<file path="src/rtl/boot_loader_pkg.sv">
// Shared definitions for the boot loader: FSM states, EEPROM command and frame geometry.
package boot_loader_pkg;

    typedef enum logic [2:0] {
        StIdle,
        StCmd,
        StRead,
        StGap,
        StDone
    } boot_state_e;

    localparam logic [7:0]  EepromCmdRead = 8'h03;
    localparam int unsigned BootFrameLen  = 24;
    localparam int unsigned WordBits      = 16;

    // Read command followed by a 16-bit start address of zero.
    function automatic logic [BootFrameLen-1:0] boot_frame();
        return {EepromCmdRead, 16'h0000};
    endfunction

endpackage

</file>
<file path="src/rtl/boot_loader_shifter.sv">
// 24-bit parallel-load shift register: serialises the command frame MSB first and
// assembles incoming EEPROM words in its low bits.
module boot_loader_shifter
    import boot_loader_pkg::*;
(
    input  logic                    clk,
    input  logic                    rst_n,
    input  logic                    load,
    input  logic                    shift,
    input  logic                    clear,
    input  logic                    shift_in,
    input  logic [BootFrameLen-1:0] frame,
    output logic                    msb,
    output logic [WordBits-1:0]     assembled
);

    logic [BootFrameLen-1:0] sh_q;

    always_ff @(posedge clk or negedge rst_n) begin
        if (!rst_n) begin
            sh_q <= '0;
        end else if (clear) begin
            sh_q <= '0;
        end else if (load) begin
            sh_q <= frame;
        end else if (shift) begin
            sh_q <= {sh_q[BootFrameLen-2:0], shift_in};
        end
    end

    assign msb       = sh_q[BootFrameLen-1];
    // Word as it will stand once the current input bit is shifted in.
    assign assembled = {sh_q[WordBits-2:0], shift_in};

endmodule

</file>
<file path="src/rtl/boot_loader.sv">
// Boot loader: streams the program image from the SPI EEPROM into SRAM after reset
// or a reboot request, then raises a sticky booted flag.
module boot_loader
    import boot_loader_pkg::*;
#(
    parameter int unsigned P_NUM_WORDS = 32768,
    parameter int unsigned P_CS_GAP    = 2
) (
    input  logic        i_clk,
    input  logic        i_rstn,
    input  logic        i_reboot,
    input  logic        i_storeSDO,
    output logic        o_storeEn,
    output logic        o_storeSDI,
    output logic [15:0] o_memAddr,
    output logic [15:0] o_memData,
    output logic        o_memWr,
    output logic        o_memEn,
    output logic        o_isBooted
);

    localparam int unsigned GapW     = $clog2(P_CS_GAP + 1);
    localparam logic [16:0] LastWord = 17'(P_NUM_WORDS - 1);
    localparam logic [4:0]  LastCmd  = 5'(BootFrameLen - 1);
    localparam logic [4:0]  LastBit  = 5'(WordBits - 1);
    localparam logic [GapW-1:0] LastGap = GapW'(P_CS_GAP - 1);

    boot_state_e         state_q;
    logic [4:0]          bit_cnt_q;
    logic [16:0]         word_cnt_q;
    logic [GapW-1:0]     gap_cnt_q;
    logic                store_en_q;
    logic                mem_we_q;
    logic [15:0]         mem_addr_q;
    logic [15:0]         mem_data_q;
    logic                booted_q;

    logic                abort;
    logic                sh_load;
    logic                sh_shift;
    logic                sh_in;
    logic                sh_msb;
    logic [WordBits-1:0] sh_word;

    always_comb begin
        abort    = i_reboot &&
                   (state_q == StCmd || state_q == StRead || state_q == StDone);
        sh_load  = (state_q == StIdle) || (state_q == StGap && gap_cnt_q == LastGap);
        sh_shift = (state_q == StCmd) || (state_q == StRead);
        // Zeros are shifted in during CMD so the frame drains cleanly into READ.
        sh_in    = i_storeSDO && (state_q == StRead);
    end

    boot_loader_shifter u_shifter (
        .clk       (i_clk),
        .rst_n     (i_rstn),
        .load      (sh_load),
        .shift     (sh_shift),
        .clear     (abort),
        .shift_in  (sh_in),
        .frame     (boot_frame()),
        .msb       (sh_msb),
        .assembled (sh_word)
    );

    always_ff @(posedge i_clk or negedge i_rstn) begin
        if (!i_rstn) begin
            state_q    <= StIdle;
            bit_cnt_q  <= '0;
            word_cnt_q <= '0;
            gap_cnt_q  <= '0;
            store_en_q <= 1'b0;
            mem_we_q   <= 1'b0;
            mem_addr_q <= '0;
            mem_data_q <= '0;
            booted_q   <= 1'b0;
        end else begin
            mem_we_q   <= 1'b0;
            mem_addr_q <= '0;
            mem_data_q <= '0;
            if (abort) begin
                state_q    <= StGap;
                gap_cnt_q  <= '0;
                bit_cnt_q  <= '0;
                word_cnt_q <= '0;
                store_en_q <= 1'b0;
                booted_q   <= 1'b0;
            end else begin
                unique case (state_q)
                    StIdle: begin
                        state_q    <= StCmd;
                        bit_cnt_q  <= '0;
                        store_en_q <= 1'b1;
                    end
                    StGap: begin
                        if (gap_cnt_q == LastGap) begin
                            state_q    <= StCmd;
                            bit_cnt_q  <= '0;
                            store_en_q <= 1'b1;
                        end else begin
                            gap_cnt_q <= gap_cnt_q + 1'b1;
                        end
                    end
                    StCmd: begin
                        if (bit_cnt_q == LastCmd) begin
                            state_q   <= StRead;
                            bit_cnt_q <= '0;
                        end else begin
                            bit_cnt_q <= bit_cnt_q + 1'b1;
                        end
                    end
                    StRead: begin
                        if (bit_cnt_q == LastBit) begin
                            bit_cnt_q  <= '0;
                            mem_we_q   <= 1'b1;
                            mem_addr_q <= word_cnt_q[15:0];
                            mem_data_q <= sh_word;
                            if (word_cnt_q == LastWord) begin
                                // Chip select drops together with the final write pulse.
                                state_q    <= StDone;
                                store_en_q <= 1'b0;
                            end else begin
                                word_cnt_q <= word_cnt_q + 1'b1;
                            end
                        end else begin
                            bit_cnt_q <= bit_cnt_q + 1'b1;
                        end
                    end
                    StDone: begin
                        booted_q <= 1'b1;
                    end
                    default: begin
                        state_q <= StIdle;
                    end
                endcase
            end
        end
    end

    assign o_storeEn  = store_en_q;
    assign o_storeSDI = sh_msb && (state_q == StCmd);
    assign o_memEn    = mem_we_q;
    assign o_memWr    = mem_we_q;
    assign o_memAddr  = mem_addr_q;
    assign o_memData  = mem_data_q;
    assign o_isBooted = booted_q;

endmodule

</file>
<file path="config.mk">
export PLATFORM = sky130hd
export DESIGN_NAME = boot_loader
export DESIGN_NICKNAME = d
export VERILOG_FILES = /design/src/rtl/boot_loader_pkg.sv /design/src/rtl/boot_loader_shifter.sv /design/src/rtl/boot_loader.sv
export SDC_FILE = /design/constraint.sdc
export NUM_CORES = 1
export LEC_CHECK = 0
export CAP_MARGIN = 20
export CELL_PAD_IN_SITES_DETAIL_PLACEMENT = 0
export CELL_PAD_IN_SITES_GLOBAL_PLACEMENT = 1
export CORE_MARGIN = 3
export CORE_UTILIZATION = 48
export DETAILED_ROUTE_END_ITERATION = 7
export GPL_ROUTABILITY_DRIVEN = 0
export HOLD_SLACK_MARGIN = 0.02
export PLACE_DENSITY_LB_ADDON = 0.1
export SYNTH_ARGS = -nofsm -noshare
export SYNTH_HDL_FRONTEND = slang
export SYNTH_SLANG_ARGS = --single-unit
</file>
<file path="constraint.sdc">
create_clock -name i_clk -period 6 [get_ports i_clk]
set_clock_uncertainty 0.1 [all_clocks]
set_input_delay 0.6 -clock i_clk [delete_from_list [all_inputs] [get_ports i_clk]]
set_output_delay 0.6 -clock i_clk [all_outputs]
set_load 0.02 [all_outputs]
</file>
# [Word level (Yosys, flattened, before mapping)]
# Index checks and enable logic that the tools add are counted.
# W data, S select, Z words.
[totals] out_inout_bits=37 word_cells=85 n_memories=0 latch_bits=0 romBits=0 in_bits=4 register_bits=86 ram_bits=0
[op_classes] addsub=3 eq_ne=15 magnitude_cmp=0 multipliers=0 shift=0 mux=37 n_reduce_logical=20 bitwise_logic=0 div=0
[ops] op="$mux W16" n=6
[ops] op="$mux W24" n=3
[ops] op="$mux W17" n=4
[ops] op="$mux W5" n=4
[ops] op="$pmux W5 S4" n=1
[ops] op="$add A17 B1 Y17 const B" n=1
[ops] op="$eq A17 B15 Y1 const B" n=1
[ops] op="$mux W3" n=5
[ops] op="$pmux W3 S5" n=1
[ops] op="$ne A3 B2 Y1 const B" n=4
[ops] op="$mux W1" n=9
[ops] op="$reduce_bool A2 Y1" n=4
[ops] op="$eq A3 B2 Y1 const B" n=2
[ops] op="$mux W2" n=3
[ops] op="$ne A2 B2 Y1 const B" n=3
[ops] op="$add A5 B1 Y5 const B" n=1
[ops] op="$eq A5 B4 Y1 const B" n=1
[ops] op="$eq A5 B5 Y1 const B" n=1
[ops] op="$reduce_and A5 Y1" n=1
[ops] op="$reduce_bool A5 Y1" n=1
[ops] op="$logic_and A1 B1 Y1" n=4
[ops] op="$reduce_and A2 Y1" n=2
[ops] op="$reduce_and A4 Y1" n=1
[ops] op="$reduce_bool A4 Y1" n=1
[ops] op="other kinds (9)" n=11

# [Depth between registers and ports, before layout]
[depth] ltp_word=6 ltp_mapped=9 ltp_nobuf=8

# [By module]
# A second synthesis with hierarchy kept.
[hier_totals] cells_unflattened=400 area_unflattened_um2=4430.5
[by_module_without_submodules] mod="boot_loader" area_each_um2=2956.6 n_inst=1 seq_area_each_um2=1551.5 cells_per_inst=278
[by_module_without_submodules] mod="boot_loader_shifter" area_each_um2=1473.9 n_inst=1 seq_area_each_um2=600.6 cells_per_inst=122

# [Worst setup path before layout]
# No wires, ideal clock.
[synth_path] kind="register -> register" from="register bit_cnt_q[0]" to="register word_cnt_q[13]" arrival_time_ns=1.932 synth_period_minus_slack_ns=2.109 path_stages_with_launch=10 path_slack_ns=3.891 setup_ns=0.078 t_required_ns=5.822 n_path_buf=1 path_cell_list="dfrtp_1 > ha_1 > nand3_1 > inv_1 > ha_1 > and4bb_1 > buf_6 > nand4_4 > or4_1 > a21oi_1"
[synth_between] elab_chain_cells=3
[synth_rtl] element="start: declaration" line="boot_loader.sv:29" rtl="logic [4:0] bit_cnt_q;"
[synth_rtl] element="start signal: assignment" line="boot_loader.sv:109" rtl="bit_cnt_q <= bit_cnt_q + 1'b1;"
[synth_rtl] element="start signal: assignment" line="boot_loader.sv:126" rtl="bit_cnt_q <= bit_cnt_q + 1'b1;"
[synth_rtl] element="$eq A5 B4 Y1" line="boot_loader.sv:113" rtl="if (bit_cnt_q == LastBit) begin"
[synth_rtl] element="$reduce_bool A2 Y1 (no source line)"
[synth_rtl] element="$reduce_and A3 Y1 (no source line)"
[synth_rtl] element="end signal: assignment" line="boot_loader.sv:123" rtl="word_cnt_q <= word_cnt_q + 1'b1;"
[synth_rtl] element="end: declaration" line="boot_loader.sv:30" rtl="logic [16:0] word_cnt_q;"
# Every way passes these cells.
# A chain may end at the register's enable or synchronous reset.

# [Final worst setup path]
[layout_path] from="register state_q[2]" to="output o_storeSDI"
[layout_between] elab_chain_cells=2
[layout_rtl] element="start: declaration" line="boot_loader.sv:28" rtl="boot_state_e state_q;"
[layout_rtl] element="start signal: assignment" line="boot_loader.sv:68" rtl="state_q <= StIdle;"
[layout_rtl] element="start signal: assignment" line="boot_loader.sv:82" rtl="state_q <= StGap;"
[layout_rtl] element="start signal: assignment" line="boot_loader.sv:91" rtl="state_q <= StCmd;"
[layout_rtl] element="$eq A3 B1 Y1" line="boot_loader.sv:141" rtl="assign o_storeSDI = sh_msb && (state_q == StCmd);"
[layout_rtl] element="$logic_and A1 B1 Y1" line="boot_loader.sv:141"
[layout_rtl] element="end: declaration" line="boot_loader.sv:14" rtl="output logic o_storeSDI,"
# Every way passes these cells.

==> impl_metrics.py <==
metrics = {
    "outcome": {
        "status": "complete, no violations",
    },
    "cells_and_area": {
        "drive_above_1_share": 0.0810,
        "instances_no_fill": 522,
        "final_util": 0.584,
        "final_cell_mix": "dfrtp_1 (86), nand2_1 (58), clkdlybuf4s50_1 (39)",
        "area_growth_pct": 16.1,
        "antenna_cells": 0,
        "fin_nets": 425,
        "final_cell_area_um2": 4610,
        "final_common_cell": "dfrtp_1",
    },
    "place": {
        "place_area_um2": 4390,
        "dp_hpwl_um": 4950,
        "place_inst": 506,
        "numPortBuffers": 40,
    },
    "drt": {
        "drt_iter0_markers": 142,
        "drc": 0,
        "via_per_inst": 5.41,
        "totalWireLength_um": 7800,
        "vias": 2823,
        "first_pass_iters": 4,
        "ant_nets": 0,
        "wl_per_cell_um": 14.9,
    },
    "worst_setup_path": {
        "required_ps": 5300,
        "path_max_fanout": 16,
        "criticalPathCategory": "flop to output pin",
        "crit_chain": "clkinv_1, and3_1, clkdlybuf4s50_1",
        "slowest_delay_ps": 690,
        "worst_ep_arrival_time_ps": 2210,
        "cp_top_family": "buffers and inverters",
        "reg2reg_from": "state_q[2]",
        "critPathBufInv": 2,
        "crit_start": "state_q[2]",
        "crit_path_start_kind": "flop",
        "slowest_stage": "dfrtp_1",
        "crit_path_end_kind": "output pin",
    },
    "floorplan": {
        "die_area_um2": 9400,
        "fp.dieH_um": 96.9,
        "core_area_um2": 7890,
        "ios": 41,
        "initial_core_util": 0.503,
        "fp-row-count": 32,
        "die_w_um": 96.9,
    },
    "global_route": {
        "grt_pass1_wl_um": 13500,
        "antenna_found_initial": 0,
        "grt_use_total": 0.174,
        "grt.overflow.total": 0,
        "grt_pass1_vias": 2702,
        "grt_max_degree": 87,
    },
    "clocking": {
        "htreeDepth": 3,
        "clk_latency_ps": 350,
        "cts_resized": 0,
        "postCtsSetupRepairBufs": 0,
        "ctsHoldBuffers": 0,
        "clock-sinks": 86,
        "root_buffer": "clkbuf_8",
        "tritoncts": "done",
        "clk_pin_slew_worst_paths_ps": 90,
        "numCtsBuffers": 9,
        "clock_path_buffers": 2,
    },
    "synth": {
        "yosys_warnings": 0,
        "ys_async_sr_fraction": 1.00,
        "synthesis.nets": 396,
        "ys_seq_elements": 86,
        "avgSynthCellArea_um2": 10.3,
        "synth-edff-count": 0,
        "ys.flop_type": "dfrtp_1",
        "synthCells": 387,
        "synth-seq-area-share": 0.542,
        "syn_area_um2": 3970,
        "ys_types": 53,
    },
    "sta": {
        "fmax_mhz": 343,
        "finalSetupTns_ps": 0,
        "hold_violations": 0,
        "timing.final.crit_share": 0.485,
        "drv_slew": 0,
        "max_slew_margin": 0.319,
        "layout_min_cycle_time_ps": 2910,
        "finalSetupViolCount": 0,
        "rsz0062_at_grt": "false",
        "worst_pin_slew_ps": 1020,
    },
    "power": {
        "power_density_nw_per_um2": 298,
        "total_power_uw": 1370,
        "leakagePower_uw": 0.00200,
        "ir_worst_vdd_v": 0.000257,
    },
    "min_path": {
        "hold_path_class": "input pin to asynchronous set/reset pin",
    },
    "flow_run": {
        "max_cap_viol_count": 0,
    },
}
-- logic make-up after synthesis --
logic type,share of synthesized area
XOR/XNOR,0.00662
AND/OR/NAND/NOR,0.204
AO/OA/AOI/OAI,0.156
flip-flops,0.542
buffers and inverters,0.0422
adder cells (fa/ha/maj),0.0158
multiplexers,0.0328
-- final timing paths --
| kind | end | slack, ps | cells past startpoint |
|---|---|---|---|
| worst max register to register | gap_cnt_q[1] | 3290 | 4 |
| max in group asynchronous | bit_cnt_q[0] | 5160 | 2 |
| worst min-delay path | word_cnt_q[12] | 40 | 1 |
| worst max-delay path | o_storeSDI | 3090 | 3 |
| min in group i_clk | o_memData[2] | 410 | 1 |
| worst min register to register | o_memData[2] | 410 | 1 |
-- flip-flops by register name, indices dropped and copies added, names as in the netlist --
register and flops:
o_memAddr 16, o_storeEn 1, word_cnt_q 17, u_shifter.sh_q 24
gap_cnt_q 2, bit_cnt_q 5, state_q 3, o_memEn 1
o_memData 16, o_isBooted 1
-- worst reg2reg max path: stages, from the launching register on --
cell      delay [ps]
dfrtp_1          690
clkinv_1         390
a22oi_2          900
nor2_1           290
a211oi_1         240
-- layout make-up --
| cell class | instances | area (µm²) |
|---|---|---|
| fillers | 731 | 3280 |
| well taps | 102 | 128 |
| clock buffers | 9 | 124 |
| repair buffers | 42 | 433 |
| inverters | 11 | 41.3 |
| clock inverters | 6 | 71.3 |
| flip-flops and latches | 86 | 2150 |
| multi-input cells | 266 | 1660 |
-- power by group --
part | total, µW | leakage (µW) | internal, µW | switching [µW]
sequential | 646 | 0.00118 | 612 | 34.1
clock | 404 | 0.0000855 | 193 | 211
combinational | 323 | 0.000735 | 99.4 | 224
total | 1370 | 0.00200 | 904 | 469
-- synthesized netlist by cell type, drive strengths merged (2+ instances only) --
cell / count / area [µm²]
dfrtp: 86 / 2150
nand2: 58 / 218
and2: 35 / 219
a21oi: 34 / 170
o21ai: 20 / 100
clkbuf: 14 / 52.6
mux2i: 13 / 130
nor2: 13 / 48.8
o21bai: 11 / 82.6
buf: 10 / 73.8
inv: 10 / 37.5
nand3: 9 / 45.0
a211oi: 7 / 52.6
nand4: 6 / 67.6
ha: 5 / 62.6
nand2b: 4 / 25.0
nor2b: 4 / 25.0
a31o: 3 / 26.3
and3: 3 / 20.0
nor4: 3 / 33.8
o22ai: 3 / 18.8
a221o: 2 / 20.0
a22o: 2 / 17.5
and4: 2 / 18.8
and4b: 2 / 20.0
and4bb: 2 / 25.0
nor3: 2 / 10.0
o211ai: 2 / 15.0
o31ai: 2 / 15.0
or2: 2 / 12.5
or4: 2 / 15.0
xnor2: 2 / 17.5
-- through the flow --
step	hold slack, ps	setup WS [ps]
2_1_floorplan	204	3890
3_3_place_gp	394	3080
3_5_place_dp	395	3000
4_1_cts	379	3100
5_1_grt	36.5	2950
6_report	36.3	3090
-- layer usage --
metal / part of all wire / wire (µm) / GRT usage
met4: 0.010 / 81 / 0.0551
met3: 0.033 / 254 / 0.0324
met2: 0.47 / 3690 / 0.263
met5: 0 / 0 / 0
met1: 0.48 / 3770 / 0.256
Power figures use the tool's default switching activity.
==> edit, RTL diff (config.mk and constraints unchanged) <==
Register the inputs `i_reboot` and `i_storeSDO` before use, without a reset. The logic sees them one clock later.
--- a/src/rtl/boot_loader.sv
+++ b/src/rtl/boot_loader.sv
@@ -25,6 +25,14 @@
     localparam logic [4:0]  LastBit  = 5'(WordBits - 1);
     localparam logic [GapW-1:0] LastGap = GapW'(P_CS_GAP - 1);
 
+    logic i_reboot_q;
+    logic i_storeSDO_q;
+
+    always_ff @(posedge i_clk) begin
+        i_reboot_q   <= i_reboot;
+        i_storeSDO_q <= i_storeSDO;
+    end
+
     boot_state_e         state_q;
     logic [4:0]          bit_cnt_q;
     logic [16:0]         word_cnt_q;
@@ -43,12 +51,12 @@
     logic [WordBits-1:0] sh_word;
 
     always_comb begin
-        abort    = i_reboot &&
+        abort    = i_reboot_q &&
                    (state_q == StCmd || state_q == StRead || state_q == StDone);
         sh_load  = (state_q == StIdle) || (state_q == StGap && gap_cnt_q == LastGap);
         sh_shift = (state_q == StCmd) || (state_q == StRead);
         // Zeros are shifted in during CMD so the frame drains cleanly into READ.
-        sh_in    = i_storeSDO && (state_q == StRead);
+        sh_in    = i_storeSDO_q && (state_q == StRead);
     end
 
     boot_loader_shifter u_shifter (
Behaviour: not the same (a bounded check fails within 4 cycles, from zero or initial values and one cycle with i_rstn low).
==> edit against the unedited design <==
- worst setup slack gained 0.047 ns
- die area grew 0.94%
- total power shrank 1.9%
- critical endpoint unchanged
- critical path type unchanged
- final cell count grew 0.57%
- final area grew 0.11%
- fmax grew 1.6%
- area after synthesis grew 1.0%
- routed wire length grew 2.2%
- largest power group unchanged
- sequential cell count grew 2
==> edit: results (changes against the unedited design) <==
- Setup crit end: o_storeSDI (unchanged)
- Max VDD drop: 200 uV (was 257 uV)
- Drt total wl: 7980 um (was 7800 um)
- Max Freq: 349 MHz (was 343 MHz)
- Adder-Cell Fraction of Synth Area: 0.0156 (was 0.0158)
- Post-synthesis net count: 398 (was 396)
- Placed cells: 509 (was 506)
- Asr flop ratio synth: 0.977 (was 1.00)
- Leak: 2.01 nW (was 2.00 nW)
- Mux contribution to synthesized area: 0.0324 (was 0.0328)
- Largest regs: u_shifter.sh_q (24), word_cnt_q (17) (unchanged)
- Setup WS pre-CTS: 3.36 ns (was 3.00 ns)
- First-pass GRT wire length: 13,500 um (about the same)
- Sequential share of the synthesized area: 0.547 (was 0.542)
- Number of global-route vias before repair: 2,698 (was 2,702)
- M3 GR Usage: 0.0316 (was 0.0324)
- Nets: 427 (was 425)
- Drt initial violations: 120 (was 142)
- Routing usage on met2: 0.266 (was 0.263)
- Post-DP Area: 0.00443 mm2 (was 0.00439 mm2)
- Dpl hpwl: 5240 um (was 4950 um)
- Pwr Density: 292 mW/mm2 (was 298 mW/mm2)
- Combinational Power Share: 0.227 (was 0.236)
- Hold_ws: 0.0487 ns (was 0.0363 ns)
- Number of distinct library cells after synthesis: 54 (was 53)
- Synth top area cells: dfrtp_1 (54%), and2_1 (5.5%), nand2_1 (5.4%), a21oi_1 (4.2%), mux2i_1 (3.2%) (was dfrtp_1 (54%), and2_1 (5.5%), nand2_1 (5.5%), a21oi_1 (4.3%), mux2i_1 (3.3%))
- Number of fill cells: 700 (was 731)
- Min-Delay Path Class: in -> async (unchanged)
- Worst EP arrival: 2.16 ns (was 2.21 ns)
- DR vias/cell: 5.55 (was 5.41)
- Clk slew on worst S/H paths: 0.09 ns (about the same)
- Worst Tran Pin Value: 1.09 ns (was 1.02 ns)
- GR met1 Demand/Resource: 0.247 (was 0.256)
- Area Overhead vs Synth: 15.1% (was 16.1%)
- Status: complete, no violations (unchanged)
- Mean post-synth cell area: 10.3 um2 (about the same)
- Routed length per instance: 15.2 um (was 14.9 um)
- Largest net degree at the start of global routing: 59 (was 87)
- Internal power: 0.000875 W (was 0.000904 W)
- R2r setup slk: 3.25 ns (was 3.29 ns)
- Critical path peak fanout: 16 (unchanged)
- GRT Util Overall: 0.174 (about the same)
- Register share of total power: 0.490 (was 0.470)
- TritonRoute pass-1 iters: 4 (unchanged)
- Compound-Gate Fraction of Synth Area: 0.155 (was 0.156)
- Fraction of layout cells with a size suffix above 1: 0.0804 (was 0.0810)
==> edit: cell count changes in the layout (fill, tap and decap cells not counted) <==
cell        delta
clkinv_4       +2
buf_4          +1
clkbuf_1       +1
dfxtp_1        +2
buf_16         -1
clkinvlp_4     -2
bufinv_16      -1
inv_6          +1
==> edit: cell type report <==
type | instances | area, um2 | area share
multi-input combinational | 266 | 1660 | 0.360
sequential | 88 | 2190 | 0.475
clock inverter | 6 | 52.6 | 0.0114
tap | 102 | 128 | 0.0277
timing repair buffer | 42 | 413 | 0.0895
clock buffer | 10 | 128 | 0.0277
inverter | 11 | 41.3 | 0.00895
==> edit: critical path, cell delays in order, from the launching register on <==
cell             delay (ns)
dfrtp_1                0.67
clkinv_1               0.35
and3_1                 0.24
clkdlybuf4s50_1        0.54
==> edit: per-layer routing <==
layer / part of all wire / vias up
li1: - / 1408
met1: 0.48 / 1433
met2: 0.47 / 59
met3: 0.034 / 12
met4: 0.019 / 0
met5: 0 / -
